File: src/rtl/mux_arb_pkg.sv
// mux_arb_pkg: shared sizes and state type for the mux arbiter
package mux_arb_pkg;
  localparam int N_REQ = 4;
  localparam int SEL_W = 2;
  typedef enum logic {IDLE, GRANT} state_t;
endpackage

File: src/rtl/mux_arbiter_if.sv
// mux_arb_if: request/grant and mux-alignment signals between requesters and arbiter
interface mux_arb_if;
  import mux_arb_pkg::*;
  logic [N_REQ-1:0] req;
  logic [N_REQ-1:0] gnt;
  logic [SEL_W-1:0] sel;
  logic [SEL_W-1:0] out_src;
  logic busy;
  logic out_valid;
  modport slave(input req, output gnt, sel, busy, out_valid, out_src);
  modport master(output req, input gnt, sel, busy, out_valid, out_src);
endinterface

File: src/rtl/mux_arbiter_rr_pick.sv
// rr_pick: first set request searching upward from last+1 with wrap-around
module rr_pick
  import mux_arb_pkg::*;
(
  input  logic [N_REQ-1:0] req,
  input  logic [SEL_W-1:0] last,
  output logic             found,
  output logic [SEL_W-1:0] idx
);
  // scan farthest-first so the nearest candidate after last overwrites the rest
  always_comb begin
    found = 1'b0;
    idx = last;
    for (int k = N_REQ; k >= 1; k--)
      if (req[last + SEL_W'(k)]) begin
        found = 1'b1;
        idx = last + SEL_W'(k);
      end
  end
endmodule

File: src/rtl/mux_arbiter.sv
// mux_arbiter: round-robin burst arbiter driving the select of a registered 4:1 mux
module mux_arbiter
  import mux_arb_pkg::*;
#(
  parameter int BURST_LEN = 4
) (
  input logic      clk,
  input logic      rst,
  mux_arb_if.slave bus
);
  localparam int CW = BURST_LEN > 1 ? $clog2(BURST_LEN) : 1;
  state_t r_state, w_state;
  logic [SEL_W-1:0] r_owner, w_owner, r_last, w_last, r_sel, w_sel, r_out_src, w_idx;
  logic [CW-1:0] r_cnt, w_cnt;
  logic [N_REQ-1:0] r_gnt, w_gnt;
  logic r_out_valid, w_found, w_beat, w_arb;
  rr_pick u_pick (.req(bus.req), .last(r_last), .found(w_found), .idx(w_idx));
  // last always equals the owner while granted, so one picker serves idle and release
  assign w_beat = r_state == GRANT && bus.req[r_owner];
  assign w_arb = r_state == IDLE || !w_beat || r_cnt == CW'(BURST_LEN - 1);
  // next state: arbitrate when idle or on release, otherwise count the beat
  always_comb begin
    w_state = r_state;
    w_owner = r_owner;
    w_last = r_last;
    w_sel = r_sel;
    w_gnt = r_gnt;
    w_cnt = r_cnt + 1'b1;
    if (w_arb && w_found) begin
      w_state = GRANT;
      w_owner = w_idx;
      w_last = w_idx;
      w_sel = w_idx;
      w_gnt = N_REQ'(1) << w_idx;
      w_cnt = '0;
    end else if (w_arb) begin
      w_state = IDLE;
      w_gnt = '0;
      w_cnt = '0;
    end
  end
  // state and outputs; valid/src lag one cycle to line up with the mux register
  always_ff @(posedge clk or negedge rst)
    if (!rst) begin
      r_state <= IDLE;
      r_owner <= '0;
      r_last <= SEL_W'(N_REQ - 1);
      r_sel <= '0;
      r_gnt <= '0;
      r_cnt <= '0;
      r_out_valid <= 1'b0;
      r_out_src <= '0;
    end else begin
      r_state <= w_state;
      r_owner <= w_owner;
      r_last <= w_last;
      r_sel <= w_sel;
      r_gnt <= w_gnt;
      r_cnt <= w_cnt;
      r_out_valid <= |(r_gnt & bus.req);
      r_out_src <= r_sel;
    end
  assign bus.gnt = r_gnt;
  assign bus.sel = r_sel;
  assign bus.busy = r_state == GRANT;
  assign bus.out_valid = r_out_valid;
  assign bus.out_src = r_out_src;
endmodule

File: src/flat_wrapper.sv
// flat-port wrapper written by rule: the top's interface ports become plain ports
module mux_arbiter_flat import mux_arb_pkg::*;
#(
  parameter int BURST_LEN = 4
)
  (clk, rst, bus_req, bus_gnt, bus_sel, bus_busy, bus_out_valid, bus_out_src);
  mux_arb_if bus_i ();
  input logic clk;
  input logic rst;
  input wire logic [$bits(bus_i.req)-1:0] bus_req;
  output wire logic [$bits(bus_i.gnt)-1:0] bus_gnt;
  output wire logic [$bits(bus_i.sel)-1:0] bus_sel;
  output wire logic [$bits(bus_i.busy)-1:0] bus_busy;
  output wire logic [$bits(bus_i.out_valid)-1:0] bus_out_valid;
  output wire logic [$bits(bus_i.out_src)-1:0] bus_out_src;
  assign bus_i.req = bus_req;
  assign bus_gnt = bus_i.gnt;
  assign bus_sel = bus_i.sel;
  assign bus_busy = bus_i.busy;
  assign bus_out_valid = bus_i.out_valid;
  assign bus_out_src = bus_i.out_src;
  mux_arbiter #(.BURST_LEN(BURST_LEN)) u_core (.clk(clk), .rst(rst), .bus(bus_i));
endmodule
File: config.mk
export PLATFORM = sky130hd
export DESIGN_NAME = mux_arbiter_flat
export DESIGN_NICKNAME = d
export VERILOG_FILES = /design/src/rtl/mux_arb_pkg.sv /design/src/rtl/mux_arbiter_if.sv /design/src/rtl/mux_arbiter_rr_pick.sv /design/src/rtl/mux_arbiter.sv /design/src/flat_wrapper.sv
export SDC_FILE = /design/constraint.sdc
export NUM_CORES = 1
export LEC_CHECK = 0
export ABC_AREA = 1
export CAP_MARGIN = 20
export CORE_UTILIZATION = 24
export CTS_CLUSTER_SIZE = 8
export DETAILED_ROUTE_END_ITERATION = 16
export PLACE_DENSITY = 0.41
export SLEW_MARGIN = 25
export SYNTH_ARGS = -nofsm -noshare
export SYNTH_HDL_FRONTEND = slang
export SYNTH_SLANG_ARGS = --single-unit
File: constraint.sdc
create_clock -name clk -period 1.9 [get_ports clk]
set_clock_uncertainty 0.1 [all_clocks]
set_input_delay 0.285 -clock clk [delete_from_list [all_inputs] [get_ports clk]]
set_output_delay 0.285 -clock clk [all_outputs]
set_load 0.01 [all_outputs]
Word-level counts from Yosys, hierarchy flattened
Index checks and enable logic that the tools add are counted.
{ "totals": {"ramBits": 0, "register_bits": 14, "romBits": 0, "mem_count": 0, "latch_bits": 0} }
{ "classes": {"shift": 1, "multipliers": 0, "n_div": 0, "reduce_logical": 7, "magnitude_cmp": 5, "add_sub_neg": 4, "eq_ne": 1, "n_bitwise": 2, "mux": 23} }
{ "ops": {"columns": ["op", "count"], "rows": [
  ["$lt 2x3->1 const B", 5],
  ["$mux 1", 11],
  ["$bmux 1 s2", 5],
  ["$mux 2", 5],
  ["$mux 4", 2],
  ["$add 2x1->2 const B", 2],
  ["$add 2x2->2 const B", 2],
  ["$and 4x4->4", 1],
  ["$reduce_or 4->1", 1],
  ["$shl 1x2->4 const A", 1],
  ["$eq 2x2->1 const B", 1],
  ["$logic_and 1x1->1", 2],
  ["$logic_or 1x1->1", 2],
  ["$reduce_bool 2->1", 1],
  ["$logic_not 1->1", 1],
  ["$not 1->1", 1]
]} }

Longest topological paths before layout
{ "depth": {"word_depth": 8, "depth_mapped": 11, "ltp_nobuf": 11} }

By module
Synthesis repeated with hierarchy kept, for this count alone.
{ "hier_totals": {"cells_unflattened": 109, "area_unflattened_um2": 838.3} }
{ "modules_own_cells": {"columns": ["mod", "n_inst", "cells_per_inst", "area_per_inst_um2"], "rows": [
  ["mux_arbiter", 1, 63, 624.3],
  ["rr_pick", 1, 46, 214.0]
]} }

Worst setup path before layout
No wires, ideal clock.
{ "synth_path": {"path_kind": "flip-flop to flip-flop", "from": "register u_core.r_last[0]", "to": "register u_core.r_last[0]", "synth_period_minus_slack_ns": 1.425, "setup_ns": 0.072, "required_ns": 1.728, "arrival_ns": 1.253, "slack_ns": 0.475, "n_path_buf": 1, "path_stages_with_launch": 12, "path_cell_list": "dfstp_2 -> buf_6 -> nand2_1 -> nand2_2 -> nand2_1 -> nand2_1 -> nand2_2 -> nand2_1 -> nand2_2 -> nand2_2 -> nand2_2 -> o21ai_1"} }
{ "synth_via": {"elab_chain_cells": 7, "word_cells_on_any_way": 19, "classes_between": "add/sub: 3; mux: 15; reduce/logical: 1"} }
{ "synth_rtl": {"columns": ["element", "line_no", "source"], "rows": [
  ["start: declaration", "mux_arbiter.sv:13", "logic [SEL_W-1:0] r_owner, w_owner, r_last, w_last, r_sel, w_sel, r_out_src, w_idx;"],
  ["start signal: assignment", "mux_arbiter.sv:47", "r_last <= SEL_W'(N_REQ - 1);"],
  ["start signal: assignment", "mux_arbiter.sv:56", "r_last <= w_last;"],
  ["$add 2x2->2 or $bmux 1 s2 (tied branches)", "mux_arbiter_rr_pick.sv:15, mux_arbiter_rr_pick.sv:17", null],
  ["$bmux 1 s2 or $mux 1 (tied branches)", "mux_arbiter_rr_pick.sv:15", "if (req[last + SEL_W'(k)]) begin"],
  ["$mux 1 (implied by the code)", "mux_arbiter_rr_pick.sv:15", null],
  ["$mux 1 (3 in a row)", "mux_arbiter_rr_pick.sv:15", null],
  ["$logic_and 1x1->1", "mux_arbiter.sv:29", "if (w_arb && w_found) begin"]
]} }
Several ways; a longest one is shown, not always the timed one. The select of a mux whose other input is x is not followed.
A chain may end at the register's enable or synchronous reset.

Worst setup path after layout
{ "layout_path": {"from": "register u_core.r_last[0]", "to": "register u_core.r_gnt[1], in the netlist u_core.bus.gnt[1]"} }
{ "layout_via": {"elab_chain_cells": 8, "word_cells_on_any_way": 22, "classes_between": "add/sub: 3; shift: 1; mux: 16; reduce/logical: 2"} }
{ "layout_rtl": {"columns": ["element", "line_no", "source"], "rows": [
  ["$add 2x2->2 or $bmux 1 s2 (tied branches)", "mux_arbiter_rr_pick.sv:15, mux_arbiter_rr_pick.sv:17", null],
  ["$bmux 1 s2 or $mux 1 (tied branches)", "mux_arbiter_rr_pick.sv:15", null],
  ["$mux 1 (implied by the code)", "mux_arbiter_rr_pick.sv:15", null],
  ["$mux 2 or $mux 1 (tied branches) (3 in a row)", "mux_arbiter_rr_pick.sv:15", null],
  ["$shl 1x2->4 or $logic_and 1x1->1 (tied branches)", "mux_arbiter.sv:34, mux_arbiter.sv:29", null],
  ["$mux 4 or $reduce_bool 2->1 (tied branches)", null, null],
  ["end signal: assignment", "mux_arbiter.sv:58", "r_gnt <= w_gnt;"],
  ["end: declaration", "mux_arbiter.sv:15", "logic [N_REQ-1:0] r_gnt, w_gnt;"]
]} }
Several ways; a longest one is shown, not always the timed one. The select of a mux whose other input is x is not followed.

==> run_results.csv <==
group,metric,value,unit
floorplanning,boundaryPins,16,
layout,postLayoutCoreUtil,0.337,
clock_tree,max-clock-path-buffers,2,
critical_path,cp_common_cell,"sky130_fd_sc_hd__nand2_1",
global_routing,maximum_number_of_pins_on_one_net_before_global_route_repair,15,
floorplanning,floorplan.core_area,3080,sq um
drt,first_pass_iters,4,
critical_path,timing.setup.critical_path_class,"flip-flop to flip-flop",
clock_tree,cts_post_setup_buffers_inserted,0,
layout,fin_nets,136,
global_routing,grt_antenna_before_repair,0,
min_path,min_path_type,"input port to async pin",
layout,synthToLayoutAreaGrowth,32.2,%
drt,viasPerCell,4.26,
pwr,worst_ir_drop_vdd,0.707,mV
clock_tree,clock_insertion_delay_worst_skew,0.28,ns
timing,setup_slack,0.198,ns
pwr,p_leak,0.538,nW
clock_tree,cts.root.buffer_cell,"sky130_fd_sc_hd__clkbuf_4",
synthesis,synth_seq_area_share,0.449,
placed_design,port_buffers,15,
floorplanning,die_ar,3510,sq um
timing,max_freq,587,MHz
clock_tree,cts_resized,0,
placed_design,hpwl,1.48,mm
global_routing,gr-usage-all-layers,0.128,
global_routing,globalRouteOverflowTotal,0,
drt,drtIter0Drc,15,
drt,ant_nets,0,
placed_design,placement.cell_area,1000,sq um
synthesis,synth.distinct_cells,17,
layout,fillers,333,
layout,sequential_cell_area,353,sq um
critical_path,worst_path_dominant_cell_family,"simple AND/OR/NAND/NOR gates",
layout,footprint_of_the_multi_input_gates,364,sq um
synthesis,synth_cells,107,
layout,n_antenna_cell,0,
drt,drc,0,
floorplanning,initial_standard_cell_utilization_of_the_core,0.255,
synthesis,yosys_warnings,0,
floorplanning,placement_rows,20,
synthesis,syn_nets,114,
critical_path,worstPathBufferInverterCount,1,
timing,worstMarginPinSlew,0.272,ns
floorplanning,die_height,59.2,um
critical_path,crit_path_start_kind,"flip-flop",
timing,timing.final.crit_share,0.896,
floorplanning,die_w,59.2,um
synthesis,syn_area,786,sq um
layout,final_design_area_no_fill,1040,sq um
timing,setup-violations-final,0,
placed_design,dp_slack,0.0606,ns
synthesis,post_synth.cell_area_avg,7.34,sq um
clock_tree,tritoncts,"built",
pwr,total_power,1.85,mW
drt,wire_per_inst,11.3,um
critical_path,timing.critical_path.slowest_stage_cell,"sky130_fd_sc_hd__dfstp_2",
drt,drt_wl_total,1.95,mm
timing,fin_setup_tns,0,ns
run,max_cap_violations,0,
layout,drive_above_1_share,0.211,
critical_path,worstPathMaxFanout,9,
critical_path,timing.critical_path.to_type,"flip-flop",
critical_path,timing.critical_path.arrival,1.78,ns
drt,route.vias.total,733,
clock_tree,cts_sinks,14,
global_routing,first_global_vias,689,
synthesis,synth-seq-cells,14,
timing,timing.slew.headroom,0.818,
critical_path,critical_path_required_time,1.98,ns
timing,finalCriticalPeriod,1.70,ns
run_status,status,"finished clean",
global_routing,grt_pass1_wl,3.21,mm
pwr,power.density,1780,nW/um^2
timing,timing_max_transition_violations_final,0,
timing,rsz0062_at_grt,"no",
clock_tree,clock_transition_at_the_register_clock_pins_on_the_worst_setup_and_hold_paths_after_cts,0.10,ns
placed_design,final_weighted_congestion_in_routability_driven_placement,0.791,
timing,final-hold-violation-count,0,
critical_path,largest_stage_delay_on_the_critical_path,0.64,ns
critical_path,crit_chain,"inv_2 -> nand2_1 -> nand2_2 -> nand2_1 -> nand2_1 -> nand2_2 -> nand2_1 -> nand2_2 -> nand2_2 -> nand3_1 -> nand2_1",
clock_tree,number_of_buffers_added_by_the_clock_tree_synthesis_step,3,
clock_tree,clock_tree.htree_level_count,1,
clock_tree,ctsHoldBuffers,0,
==> registers in the layout, summed over array words and instances (netlist names) <==
signal and count:
u_core.r_cnt 2, u_core.bus.out_valid 1, u_core.bus.gnt 4, u_core.r_owner 2, u_core.bus.out_src 2, u_core.bus.busy 1
u_core.r_last 2
==> cell usage after synthesis, drive strengths merged <==
library cell  number  area (sq um)
nand2             50           215
inv               14          52.6
dfrtp             12           300
nand3             11          60.1
nor2               5          21.3
o21ai              5          25.0
nand4              4          25.0
dfstp              2          52.6
a21oi              1          5.00
buf                1          11.3
clkinv             1          5.00
ha                 1          12.5
==> kinds of logic after synthesis <==
| kind of cell | count (synthesis) | share of synthesized area |
|---|---|---|
| AND/OR/NAND/NOR | 70 | 0.409 |
| adder cells (fa/ha/maj) | 1 | 0.0159 |
| AO/OA/AOI/OAI | 6 | 0.0382 |
| flip-flops | 14 | 0.449 |
| buffers and inverters | 16 | 0.0876 |
==> worst paths after layout <==
kind | start | endpoint | slack (ns) | depth (start not counted)
worst min register to register | u_core.r_owner[1] | u_core.bus.out_src[1] | 0.32 | 0
worst min-delay path | rst | u_core.bus.busy | 0.20 | 2
max in group asynchronous | rst | u_core.r_last[1] | 1.27 | 2
worst max register to register | u_core.r_last[0] | u_core.bus.gnt[1] | 0.20 | 11
min in group clk | u_core.r_owner[1] | u_core.bus.out_src[1] | 0.32 | 0
worst max-delay path | u_core.r_last[0] | u_core.bus.gnt[1] | 0.20 | 11
==> final cells by class <==
class / count / area share
Clock buffer: 4 / 0.0349
Inverter: 15 / 0.0554
Sequential cell: 14 / 0.340
Multi-Input combinational cell: 77 / 0.351
Tap cell: 44 / 0.0530
Timing Repair Buffer: 18 / 0.166
==> layer usage <==
metal / vias to the layer above / track usage / wire, um
met3: 2 / 0.0480 / 73
li1: 376 / - / -
met5: - / 0 / 0
met1: 340 / 0.160 / 956
met4: 0 / 0.0442 / 9
met2: 15 / 0.201 / 910
==> cells in the final DEF (no fill, tap or decap) <==
master,n
sky130_fd_sc_hd__dfrtp_1,12
sky130_fd_sc_hd__clkbuf_4,3
sky130_fd_sc_hd__nand2_1,39
sky130_fd_sc_hd__inv_1,10
sky130_fd_sc_hd__inv_2,4
sky130_fd_sc_hd__clkbuf_8,1
sky130_fd_sc_hd__o21ai_0,1
sky130_fd_sc_hd__nand3_2,1
sky130_fd_sc_hd__a21oi_1,1
sky130_fd_sc_hd__o21ai_1,4
sky130_fd_sc_hd__nor2_1,4
sky130_fd_sc_hd__nor2_2,1
sky130_fd_sc_hd__dfstp_2,2
sky130_fd_sc_hd__clkdlybuf4s50_1,15
sky130_fd_sc_hd__nand3_1,10
sky130_fd_sc_hd__nand4_1,4
sky130_fd_sc_hd__ha_1,1
sky130_fd_sc_hd__clkinv_2,1
sky130_fd_sc_hd__buf_4,3
sky130_fd_sc_hd__nand2_2,11
==> report_power, final <==
group	internal [mW]	total, mW	leakage, nW	switching (mW)
Combinational	0.443	1.07	0.348	0.624
Sequential	0.446	0.559	0.169	0.113
Clock	0.117	0.223	0.0210	0.106
Total	1.00	1.85	0.538	0.844
==> through the flow <==
step | hold WS, ns | cells
6_report | 0.197 | 172
5_1_grt | 0.202 | 172
4_1_cts | 0.202 | 172
3_5_place_dp | 0.298 | 168
3_3_place_gp | 0.294 | 168
2_1_floorplan | -0.111 | 107
Power figures use the tool's default switching activity.
